`config.mk`:
```
export PLATFORM = sky130hd
export DESIGN_NAME = store_write_buffer
export DESIGN_NICKNAME = d
export VERILOG_FILES = /design/src/rtl/store_write_buffer.sv
export SDC_FILE = /design/constraint.sdc
export NUM_CORES = 1
export LEC_CHECK = 0
export BUFFER_PORTS_ARGS = -buffer_cell sky130_fd_sc_hd__buf_2
export CAP_MARGIN = 20
export CORE_AREA = 2 2 208 159
export CTS_BUF_LIST = sky130_fd_sc_hd__clkbuf_4 sky130_fd_sc_hd__clkbuf_8
export DETAILED_ROUTE_END_ITERATION = 16
export DIE_AREA = 0 0 210 161
export GPL_TIMING_DRIVEN = 0
export PLACE_DENSITY = 0.82
export SLEW_MARGIN = 20
export SYNTH_ARGS = -nofsm -noshare
export SYNTH_HDL_FRONTEND = slang
export SYNTH_SLANG_ARGS = --single-unit
export TNS_END_PERCENT = 5
```
`constraint.sdc`:
```
create_clock -name clk -period 4 [get_ports clk]
set_clock_uncertainty 0.15 [all_clocks]
set_input_delay 0.2 -clock clk [delete_from_list [all_inputs] [get_ports clk]]
set_output_delay 0.2 -clock clk [all_outputs]
set_load 0.02 [all_outputs]
```
`src/rtl/store_write_buffer.sv`:
```
// Store write buffer for the 32-bit MIPS datapath.
// Formats sb/sh/sw stores into byte lanes and queues them in a small FIFO.
// A two-state FSM drains the FIFO to data memory over a MemReq/MemAck handshake.
// Loads that hit a queued, not-yet-written word are stalled.
module store_write_buffer #(
  parameter int unsigned DEPTH = 4,
  parameter int unsigned CNT_W = 3
) (
  input  logic             clk,
  input  logic             rst_n,
  input  logic             MemWrite,
  input  logic [1:0]       StoreSize,
  input  logic [31:0]      Address,
  input  logic [31:0]      WriteData,
  input  logic             MemRead,
  input  logic [31:0]      LoadAddress,
  output logic             StoreAccept,
  output logic             Stall,
  output logic             AlignError,
  output logic             MemReq,
  output logic [31:0]      MemAddr,
  output logic [31:0]      MemWData,
  output logic [3:0]       MemByteEn,
  input  logic             MemAck,
  output logic             Full,
  output logic             Empty,
  output logic [CNT_W-1:0] Count
);

  localparam int unsigned PTR_W = (DEPTH > 1) ? $clog2(DEPTH) : 1;

  typedef enum logic [0:0] {StIdle, StReq} state_e;

  // Queue storage; only the word address is kept, the low two bits are always zero.
  logic [29:0] entryAddr [DEPTH];
  logic [31:0] entryData [DEPTH];
  logic [3:0]  entryBe   [DEPTH];

  logic [PTR_W-1:0] headPtr_q, tailPtr_q, nextHeadPtr;
  logic [CNT_W-1:0] count_q, count_d;
  state_e           state_q, state_d;

  logic        memReq_d;
  logic [31:0] memAddr_d, memWData_d;
  logic [3:0]  memByteEn_d;

  logic        aligned, push, pop, loadHit;
  logic [31:0] fmtData;
  logic [3:0]  fmtBe;

  assign Full        = (count_q == CNT_W'(DEPTH));
  assign Empty       = (count_q == '0);
  assign Count       = count_q;
  assign nextHeadPtr = headPtr_q + PTR_W'(1);

  // Full is the start-of-cycle value, so a same-cycle pop never frees a slot for this push.
  assign push        = MemWrite & aligned & ~Full;
  assign StoreAccept = push;
  assign Stall       = (MemWrite & aligned & Full) | loadHit;

  // Alignment check and little-endian lane formatting of the incoming store
  always_comb begin
    aligned = 1'b1;
    fmtData = WriteData;
    fmtBe   = 4'b1111;
    unique case (StoreSize)
      2'b00: begin
        fmtData = {4{WriteData[7:0]}};
        fmtBe   = 4'b0001 << Address[1:0];
      end
      2'b01: begin
        aligned = ~Address[0];
        fmtData = {2{WriteData[15:0]}};
        fmtBe   = Address[1] ? 4'b1100 : 4'b0011;
      end
      2'b10: aligned = (Address[1:0] == 2'b00);
      default: aligned = 1'b0;
    endcase
  end

  // Load hazard: compare the load word address against every occupied slot
  always_comb begin
    logic [PTR_W-1:0] idx;
    loadHit = 1'b0;
    idx     = '0;
    for (int i = 0; i < DEPTH; i++) begin
      idx = headPtr_q + PTR_W'(i);
      if ((CNT_W'(i) < count_q) && (entryAddr[idx] == LoadAddress[31:2])) begin
        loadHit = 1'b1;
      end
    end
    loadHit = loadHit & MemRead;
  end

  // Drain FSM next state and next values of the registered memory interface
  always_comb begin
    state_d     = state_q;
    memReq_d    = MemReq;
    memAddr_d   = MemAddr;
    memWData_d  = MemWData;
    memByteEn_d = MemByteEn;
    pop         = 1'b0;
    unique case (state_q)
      StIdle: begin
        if (!Empty) begin
          memReq_d    = 1'b1;
          memAddr_d   = {entryAddr[headPtr_q], 2'b00};
          memWData_d  = entryData[headPtr_q];
          memByteEn_d = entryBe[headPtr_q];
          state_d     = StReq;
        end
      end
      StReq: begin
        if (MemAck) begin
          pop = 1'b1;
          if (count_q > CNT_W'(1)) begin
            memAddr_d   = {entryAddr[nextHeadPtr], 2'b00};
            memWData_d  = entryData[nextHeadPtr];
            memByteEn_d = entryBe[nextHeadPtr];
          end else if (push) begin
            // Queue would go empty but a store lands this edge: forward it without a bubble.
            memAddr_d   = {Address[31:2], 2'b00};
            memWData_d  = fmtData;
            memByteEn_d = fmtBe;
          end else begin
            memReq_d = 1'b0;
            state_d  = StIdle;
          end
        end
      end
    endcase
  end

  assign count_d = count_q + CNT_W'(push) - CNT_W'(pop);

  // State, pointers, occupancy and registered outputs with synchronous reset
  always_ff @(posedge clk) begin
    if (!rst_n) begin
      state_q    <= StIdle;
      headPtr_q  <= '0;
      tailPtr_q  <= '0;
      count_q    <= '0;
      MemReq     <= 1'b0;
      MemAddr    <= '0;
      MemWData   <= '0;
      MemByteEn  <= '0;
      AlignError <= 1'b0;
    end else begin
      state_q    <= state_d;
      count_q    <= count_d;
      MemReq     <= memReq_d;
      MemAddr    <= memAddr_d;
      MemWData   <= memWData_d;
      MemByteEn  <= memByteEn_d;
      AlignError <= MemWrite & ~aligned;
      if (pop) headPtr_q <= nextHeadPtr;
      if (push) tailPtr_q <= tailPtr_q + PTR_W'(1);
    end
  end

  // Entry storage write; occupancy alone decides which slots are meaningful
  always_ff @(posedge clk) begin
    if (push) begin
      entryAddr[tailPtr_q] <= Address[31:2];
      entryData[tailPtr_q] <= fmtData;
      entryBe[tailPtr_q]   <= fmtBe;
    end
  end

endmodule

```
After elaboration in Yosys (flattened, before gate mapping) --
Memory sizes are Yosys's and may differ from the RTL's. A register that Yosys moved wholly into a read port is not among the register bits. Index checks and enable logic that the tools add are counted.
Operators by class: divide/modulo/power cells 0, add/subtract/negate cells 6, reductions and logical operators 9, multipliers 0, equality and inequality tests 12, shift operators 1, order comparisons 5, mux-type cells 42, bitwise operators 10
Operator list (number):
- 32-bit two-way mux | 8
- 32-bit one-hot mux with 2 select lines | 3
- 30-bit == test | 4
- 4-bit two-way mux | 5
- 4-bit one-hot mux with 2 select lines | 2
- 1-bit two-way mux | 15
- 2-bit two-way mux | 6
- 2-bit inequality test (second input constant) | 4
- 1-bit by 3-bit less-than comparator with 1-bit output (first input constant) | 2
- 2-bit by 3-bit less-than comparator with 1-bit output (first input constant) | 2
- 1-bit bitwise AND | 5
- 2-bit by 1-bit adder with 2-bit output (second input constant) | 2
- 2-bit adder (second input constant) | 2
- 1-bit logical AND | 4
- 2-bit logical NOT | 2
- 1-bit inverter | 4
- 1-bit one-hot mux with 2 select lines | 2
- 4-bit AND reduction | 1
- 1-bit by 2-bit left shift with 4-bit output (first input constant) | 1
- 3-bit by 1-bit adder with 3-bit output | 1
- 3-bit == test (second input constant) | 1
- 3-bit by 1-bit greater-than comparator with 1-bit output (second input constant) | 1
- 3-bit logical NOT | 1
- 3-bit by 1-bit inequality test with 1-bit output (second input constant) | 1
- 6 further kinds | 6
Word-level totals: latch bits 0, ROM bits 0, bits of input ports 103, RAM bits 264, memories kept 3, register bits after elaboration 78
Memories:
- entryData | words 4, width 32, read ports 2, clocked after memory_dff 1, wr ports 1, RTL line 36 | logic [31:0] entryData [DEPTH];
- entryAddr | words 4, width 30, read ports 4, clocked after memory_dff 1, wr ports 1, RTL line 35 | logic [29:0] entryAddr [DEPTH];
- entryBe | words 4, width 4, read ports 2, clocked after memory_dff 1, wr ports 1, RTL line 37 | logic [3:0] entryBe [DEPTH];

Logic depth before layout (Yosys ltp) --
Gate-level depths: netlist of run 1. An unclocked memory read counts as a cell.
depth in word-level cells 9, depth in mapped cells 11

Worst setup path before layout of run 1 --
OpenSTA, ideal clock, no wires.
path kind reg2reg, start point register count_q[0] (netlist: Count[0]), end point memory entryAddr[0][0] (enable), required time 3.419 ns, path buffers 1, stages on the path, launching flop included 5, path slack 0.595 ns, data arrival time 2.824 ns, cells stage by stage dfxtp_1 -> buf_2 -> nor3_1 -> nor2_2 -> and2_1
Between the ends: longest elaborated chain between the ends 5
RTL lines:
- from (decl) | RTL line 40 | logic [CNT_W-1:0] count_q, count_d;
- from (signal assigned) | RTL line 150 | count_q <= count_d;
- 3-bit == test | RTL line 51 | assign Full = (count_q == CNT_W'(DEPTH));
- named net Full | RTL line 25 | output logic Full,
- 1-bit inverter | RTL line 57 | assign push = MemWrite & aligned & ~Full;
- 1-bit bitwise AND | RTL line 57
- named net StoreAccept | RTL line 17 | output logic StoreAccept,
- 1-bit two-way mux | RTL line 163 | if (push) begin
- 1-bit two-way mux (not written as such) | RTL line 164 | entryAddr[tailPtr_q] <= Address[31:2];
- to (decl) | RTL line 35
The timed path passes the listed nets, and every way through them passes these cells.

Worst setup path in the final report of run 1 --
start point register headPtr_q[1], end point output Stall
Between the ends: longest elaborated chain between the ends 9, elaborated cells between the ends (all ways) 15, classes of those cells add/sub (3); eq/ne (3); mux (3); bitwise (2); reduce/logical (3); memory (1)
RTL lines:
- from (decl) | RTL line 39 | logic [PTR_W-1:0] headPtr_q, tailPtr_q, nextHeadPtr;
- from (signal assigned) | RTL line 156 | if (pop) headPtr_q <= nextHeadPtr;
- 2-bit by 1-bit adder with 2-bit output | RTL line 87 | idx = headPtr_q + PTR_W'(i);
- memory 4 x 30 bit *
- 30-bit == test | RTL line 88 | if ((CNT_W'(i) < count_q) && (entryAddr[idx] == LoadAddress[31:2])) begin
- 1-bit logical AND | RTL line 88
- 1-bit two-way mux (2 in a row) | RTL line 88
- 1-bit two-way mux * | RTL line 88
- 1-bit bitwise AND * | RTL line 92 | loadHit = loadHit & MemRead;
- 1-bit OR * | RTL line 59 | assign Stall = (MemWrite & aligned & Full) | loadHit;
- to (decl) | RTL line 18 | output logic Stall,
Mark *: on every way between the ends. The rest lies on a longest branch, timed or not.

==> results of run 1 <==
## registers in the layout, indices dropped and copies added, names as in the netlist, 2 cells and up, named ones only
register and cells:
headPtr_q 2, tailPtr_q 2, Count 3, MemWData 32, entryBe 16, MemAddr 30, entryData 128, entryAddr 120
MemByteEn 4
## power breakdown
part | internal [mW] | switching, mW | total (mW)
logic | 2.20 | 4.23 | 6.43
registers | 4.31 | 0.264 | 4.58
clock network | 1.80 | 1.48 | 3.27
total | 8.31 | 5.97 | 14.3
## layout make-up
cell class / count / area [µm²]
repair buffers: 226 / 1570
clock buffers: 81 / 1000
multi-input cells: 995 / 9330
inverters: 17 / 63.8
flip-flops and latches: 342 / 9490
diodes: 4 / 10.0
plain buffers: 128 / 815
clock inverters: 15 / 165
fillers: 2113 / 8920
well taps: 413 / 517
## per-stage QoR
stage          hold WS (ns)  TNS, ns  std cells  power [mW]  area [µm²]
2_1_floorplan         0.149        0       1482        8.40       19500
3_3_place_gp          0.279  -223.78       2047        10.5       20700
3_5_place_dp          0.280        0       2051        10.6       20900
4_1_cts              0.0175        0       2216        13.9       22800
5_1_grt              0.0779        0       2220        14.7       23000
6_report             0.0584  -0.0144       2221        14.3       23000
## worst paths after layout
check,startpoint,end,cells after the start
min reg2reg,MemWData[9]$_SDFFE_PN0P_,MemWData[9]$_SDFFE_PN0P_,2
min,WriteData[28],entryData[3][28]$_DFFE_PP_,3
max,headPtr_q[1]$_SDFFE_PN0P_,Stall,11
max reg2reg,Count[2]$_SDFF_PN0_,MemAddr[20]$_SDFFE_PN0P_,9
## worst reg2reg max path, delay by kind of cell, from the launching register on
family	cells	cell delay (ns)
buf+inv	3	1.50
compound gates	3	0.81
flops	1	0.62
simple gates	2	0.53
fa+ha+maj	1	0.28
## what timing repair did
| action | in CTS | in global routing |
|---|---|---|
| hold buffers | 69 | 0 |
| pin swaps | 0 | 5 |
| gates resized for setup | 16 | 30 |
| buffers inserted | 0 | 1 |
| setup endpoints to repair | 1 | 1 |
| endpoints found under the hold margin | 322 | 0 |
## cells by family after synthesis
| logic type | synth area share, % |
|---|---|
| DFF | 48.7 |
| xor gates and xnor gates | 5.13 |
| AOI/OAI and AO/OA | 9.44 |
| and+or+nand+nor | 7.70 |
| muxes | 24.1 |
| buffers and inverters | 4.20 |
| adders and majority gates | 0.681 |
| other | 0.0193 |
## synthesized netlist by cell type, drive strengths merged, types with 8 or more instances
library cell    n  area share (%)
inv            17            0.33
nor3            8            0.21
nor2           78             1.5
edfxtp        264              41
xor2           46             2.1
ha              9            0.58
dfxtp          78             8.0
xnor2          68             3.1
clkbuf         49            0.94
a21boi         64             2.5
mux2           23             1.3
a311o          50             2.6
nand2         210             4.0
mux4          144              17
nand4          16            0.51
a21oi          28            0.72
o211ai          9            0.35
mux2i         110             5.7
nor4           10            0.35
buf            79             2.9
and2           12            0.39
o21ai          25            0.64
## per-layer routing
layer | routed length, µm | vias up | GRT usage, %
li1 | - | 6295 | -
met1 | 27100 | 7817 | 62.3
met2 | 30100 | 1534 | 59.5
met3 | 12000 | 267 | 14.7
met4 | 3080 | 4 | 16.4
met5 | 26 | - | 0
==> summary.md, run 1 <==
| Metric | Value |
|---|---|
| Status | complete, but fails checks |
| Failing checks | setup timing |
| CP Capture Type | output port |
| Layout cells sized above 1 | 27.6% |
| CTS tree | built |
| Sequential share of the synthesized area | between 40% and 50% |
| Worst skew pair latency | around 0.63 ns |
| Relative slew slack | between 20 and 25% |
| DRT Pass-1 Iters | 8 |
| Top-level I/O count | 180 |
| RSZ-0062 raised after global routing | no |
| Async set-reset flop share out of synthesis | 0% |
| Final Hold Fails | 0 |
| Core footprint | between 30000 and 40000 µm² |
| Worst EP required | 3.65 ns |
| Die Y | about 160 µm |
| Post-DR wirelength/cell | ~33 µm |
| Most common cell after layout, fill and taps aside | edfxtp_1 |
| Pins Over Slew Limit | 0 |
| Nets | approximately 1900 |
| H-tree depth | 2 |
| Routed vias | between 15000 and 20000 |
| Worst Setup Start Kind | flop |
| Final Core Density | between 70% and 80% |
| Yosys cell types | slightly below 70 |
| Crit-path max FO | 10 |
| Buffers on Ports | 152 |
| Worst min path class | input pin to flop |
| Peak VDD IR | around 460 µV |
| DRC | 0 |
| R2R setup slack | around 0.050 ns |
| CTS Root Cell | clkbuf_8 |
| Period utilisation layout | 100% |
| Leakage | around 8.0 nW |
| Max Buffers Root-to-Sink | 3 |
| CP delay by family, top | buffers and inverters |
| Synth warn | 0 |
| DRT iter0 DRCs | about 3000 |
| Max Clock Freq | ~250 MHz |
| Max stage delay on crit path | between 0.4 and 0.5 ns |
| Power Density | 622 nW/µm² |
| First-pass GRT wire length | about 100000 µm |
| Average size of a mapped cell | 13.1 µm² |
| Total CTS buffers | 53 |
| Layout area overhead | 18.0% |
| Arrival time at the worst endpoint | ~3.7 ns |
| Post-route setup slack | -0.0144 ns |
| Most frequent cells in the layout | 264 x edfxtp_1, 210 x nand2_1, 179 x buf_2 |
| Final Wtd Congestion | about 1.0 |
| Actual slew at the worst max-slew pin | 1.17 ns |
| Crit-path slowest cell | dfxtp_1 |
| DIE AREA | between 30000 and 40000 µm² |
| Total Routing Usage GR | about 43% |
| Synth Flop Type | edfxtp_1 |
| EDFF count, synth | approximately 260 |
| Flops & latches, synth | 342 |
| Detail Placement HPWL | around 50000 µm |
| Crit path cell chain | buf_6 -> buf_6 -> buf_6 -> buf_4 -> buf_6 -> o211ai_1 -> o31ai_1 -> nand4_1 -> nor3_2 -> a221o_1 -> buf_2 |
| Crit Path Class | flop to output port |
| Post-Place Setup Slack | a little under 0.09 ns |
| Tmin final | between 4 and 5 ns |
| Largest net degree at the start of global routing | between 40 and 50 |
| Max-cap violations | 0 |
| Overall overflow remaining after global route | 0 |
| Wirelength, routed | slightly above 70000 µm |
| Die width | 210 µm |
| Synth Instances | roughly 1500 |
| Vias in the first global route | 15607 |
| Antenna violations before repair | 5 |
| Post-Syn Area | a little under 20000 µm² |
| FP Rows | 57 |
| Finish-stage setup viols | 1 |
| Starting Density | about 61% |
| Post-DRT Antenna Nets | 0 |
| Clock-pin slew on the worst setup and hold paths | 0.07 ns |
| Worst Path Buf+Inv | 6 |
| CP dominant cell by count | buf_6 |
| Num Clock Sinks | 342 |
| Vias/cell | 7.17 |
Power figures use the tool's default switching activity.
==> inputs of run 2 (changes only) <==
--- a/config.mk
+++ b/config.mk
@@ -7,12 +7,11 @@
 export LEC_CHECK = 0
 export BUFFER_PORTS_ARGS = -buffer_cell sky130_fd_sc_hd__buf_2
 export CAP_MARGIN = 20
-export CORE_AREA = 2 2 208 159
-export CTS_BUF_LIST = sky130_fd_sc_hd__clkbuf_4 sky130_fd_sc_hd__clkbuf_8
+export CORE_AREA = 2 2 184 186
 export DETAILED_ROUTE_END_ITERATION = 16
-export DIE_AREA = 0 0 210 161
+export DIE_AREA = 0 0 186 188
 export GPL_TIMING_DRIVEN = 0
-export PLACE_DENSITY = 0.82
+export PLACE_DENSITY = 0.79
 export SLEW_MARGIN = 20
 export SYNTH_ARGS = -nofsm -noshare
 export SYNTH_HDL_FRONTEND = slang
==> summary.md, run 2 (synthesis results as in run 1) <==
| Metric | Value |
|---|---|
| Status | complete, but fails checks |
| Failing checks | setup timing |
| Reg-to-Reg Start | Count[2]$_SDFF_PN0_ |
| R2R depth | 9 (unchanged) |
| Flop pwr share | 31.7% (-0.4 points) |
| Clock network fraction of design power | 24.5% (+1.6 points) |
| Core footprint | 33100 µm² (+3.9%) |
| Die width | 186 µm (-11%) |
| Post-DRT Antenna Nets | 0 (unchanged) |
| Total Neg Setup Slack | -0.0619 ns (-0.0475 ns) |
| Top flop regs | entryData: 128 flops, entryAddr: 120 flops, MemWData: 32 flops |
| Antenna violations before repair | 2 (-3) |
| Relative slew slack | 27.7% (+6.0 points) |
| Power Density | 626 nW/µm² (+0.69%) |
| DIE AREA | 35000 µm² (+3.4%) |
| Num Clock Sinks | 342 (unchanged) |
| Peak VDD IR | 528 µV (+15%) |
| GR Layer Usage met2 | 64.9% (+5.4 points) |
| Tmin final | 4.06 ns (+0.0475 ns) |
| Wirelength, routed | 72000 µm (-0.36%) |
| Sw Ratio | 40.6% (-1.2 points) |
| First-pass GRT wire length | 104000 µm (+0.99%) |
| Post-route setup slack | -0.0619 ns (-0.0475 ns) |
| Overall overflow remaining after global route | 0 (unchanged) |
| WHS Path Cells | 3 (unchanged) |
| Finish-stage setup viols | 1 (unchanged) |
| Total Routing Usage GR | 41.9% (-0.85 points) |
| GR Util met3 | 11.3% (-3.4 points) |
| Worst skew pair latency | 0.55 ns (-0.08 ns) |
| Clock-pin slew on the worst setup and hold paths | 0.06 ns (about the same) |
| Max Buffers Root-to-Sink | 3 (unchanged) |
| DRT iter0 DRCs | 2132 (-28%) |
| Crit Path Class | flop to output port |
| Total chip power | 14.4 mW (+1.1%) |
| Grt peak-use layer | met2 |
| Worst Setup Start Kind | flop |
| Routed vias | 15474 (-2.8%) |
| H-tree depth | 2 (unchanged) |
| FP Rows | 67 (+18%) |
| Largest net degree at the start of global routing | 44 (-6.4%) |
| Most frequent cells in the layout | 264 x edfxtp_1, 210 x nand2_1, 179 x buf_2 |
| Top reg by flops | entryData |
| R2R setup slack | 0.09 ns (+0.04 ns) |
| Hold Crit Start | WriteData[29] |
| Final Wtd Congestion | 0.998 (-4.8%) |
| Largest register FFs | 128 (unchanged) |
| Total CTS buffers | 37 (-30%) |
| DRC | 0 (unchanged) |
| CTS Root Cell | clkbuf_16 |
| Most common cell after layout, fill and taps aside | edfxtp_1 |
| Vias in the first global route | 15411 (-1.3%) |
| Max Clock Freq | 246 MHz (-1.2%) |
| Post-Place Setup Slack | 0.145 ns (+0.0555 ns) |
| Die Y | 188 µm (+17%) |
| Post-DR wirelength/cell | 32.4 µm (-0.32%) |
| Met1 usage | 54.5% (-7.8 points) |
| Detail Placement HPWL | 50400 µm (+0.52%) |
| Max-cap violations | 0 (unchanged) |
| Top-level I/O count | 180 (unchanged) |
| Actual slew at the worst max-slew pin | 1.08 ns (-0.0902 ns) |
| Leakage | 7.99 nW (about the same) |
| Combinational power share | 43.8% (-1.2 points) |
| Worst min path class | input pin to flop |
| Crit Reg-Reg Endpoint | MemAddr[23]$_SDFFE_PN0P_ |
| CTS tree | built |
| WHS Endpoint | entryData[1][29]$_DFFE_PP_ |
| Buffers on Ports | 152 (unchanged) |
| Layout area overhead | 18.4% |
| DRT Pass-1 Iters | 5 (-3) |
| Worst EP required | 3.65 ns (about the same) |
| Layout cells sized above 1 | 26.6% (-1.0 points) |
| Filler cell count in the final layout | 2288 (+8.3%) |
| Switching Power | 5.86 mW (-1.9%) |
| Cell Int Power | 8.58 mW (+3.2%) |
| Vias/cell | 6.97 (-2.7%) |
| Final Hold Fails | 0 (unchanged) |
| Nets | 1854 (-1.2%) |
| Pins Over Slew Limit | 0 (unchanged) |
| CP Capture Type | output port |
| Starting Density | 58.8% (-2.3 points) |
| Period utilisation layout | 102% (+1.2 points) |
| Arrival time at the worst endpoint | 3.71 ns (+0.05 ns) |
| Crit-path max FO | 10 (unchanged) |
run 2: cell types whose count changed in the layout (fill, tap and decap cells not counted), moves of 6 or more:
cell	delta
clkbuf_4	-15
dlygate4sd3_1	-6
clkbuf_1	+10
clkbuf_16	+39
clkbuf_8	-56
xnor2_1	-6
xnor2_2	+6
run 2: layout make-up:
type	count	area (µm²)	share of cell area, %
buffer	128	795	3.45
multi-input combinational	995	9390	40.7
timing repair buffer	220	1500	6.50
clock inverter	12	144	0.624
tap	448	561	2.43
clock buffer	56	1110	4.81
inverter	17	63.8	0.277
antenna	2	5.00	0.0217
sequential	342	9490	41.2
run 2: worst max-delay path by stage:
stage / start / to / cells after the start
6_report: headPtr_q[1]$_SDFFE_PN0P_ / Stall / 10
5_1_grt: headPtr_q[0]$_SDFFE_PN0P_ / Stall / 10
4_1_cts: headPtr_q[1]$_SDFFE_PN0P_ / Stall / 11
3_5_place_dp: headPtr_q[0]$_SDFFE_PN0P_ / Stall / 10
3_3_place_gp: StoreSize[0] / entryData[2][11]$_DFFE_PP_ / 5
2_1_floorplan: Count[0]$_SDFF_PN0_ / entryAddr[0][0]$_DFFE_PP_ / 4
run 2: routing by layer:
metal | routed length [µm] | up-vias
met3 | 8550 | 283
li1 | - | 6255
met5 | 13 | -
met1 | 26000 | 7626
met2 | 33100 | 1308
met4 | 4370 | 2
run 2: power by group through the flow:
stage               Clock, mW  Sequential [mW]  Combinational, mW
global placement            0             4.62               5.89
floorplan                   0             5.02               3.38
CTS                      3.53             4.57               6.09
detailed placement          0             4.63               5.98
finish                   3.53             4.58               6.32
global route             3.67             4.62               6.57
run 2: through the flow:
stage / std cells / hold WS (ns) / utilization [%] / instance area (µm²)
2_1_floorplan: 1482 / 0.149 / - / 19500
3_3_place_gp: 2082 / 0.280 / 62.8 / 20800
3_5_place_dp: 2087 / 0.282 / 63.2 / 20900
4_1_cts: 2218 / 0.00235 / 69.1 / 22900
5_1_grt: 2218 / 0.0481 / 69.6 / 23000
6_report: 2220 / 0.00119 / 69.6 / 23100
run 2: critical path, stage by stage, from the launching register on:
cell and delay (ns):
dfxtp_1 0.42, buf_6 0.22, buf_6 0.25, buf_4 0.33
mux4_1 0.37, xor2_1 0.22, nor4_1 0.44, o2111ai_1 0.25
o2bb2ai_1 0.21, a221o_1 0.24, buf_2 0.19
run 2: what timing repair did:
item	4_1_cts	5_1_grt
setup buffers	0	0
endpoints found under the setup margin	1	1
gates resized for setup	20	31
endpoints found under the hold margin	274	0
pin swaps	0	2
hold buffers	63	0
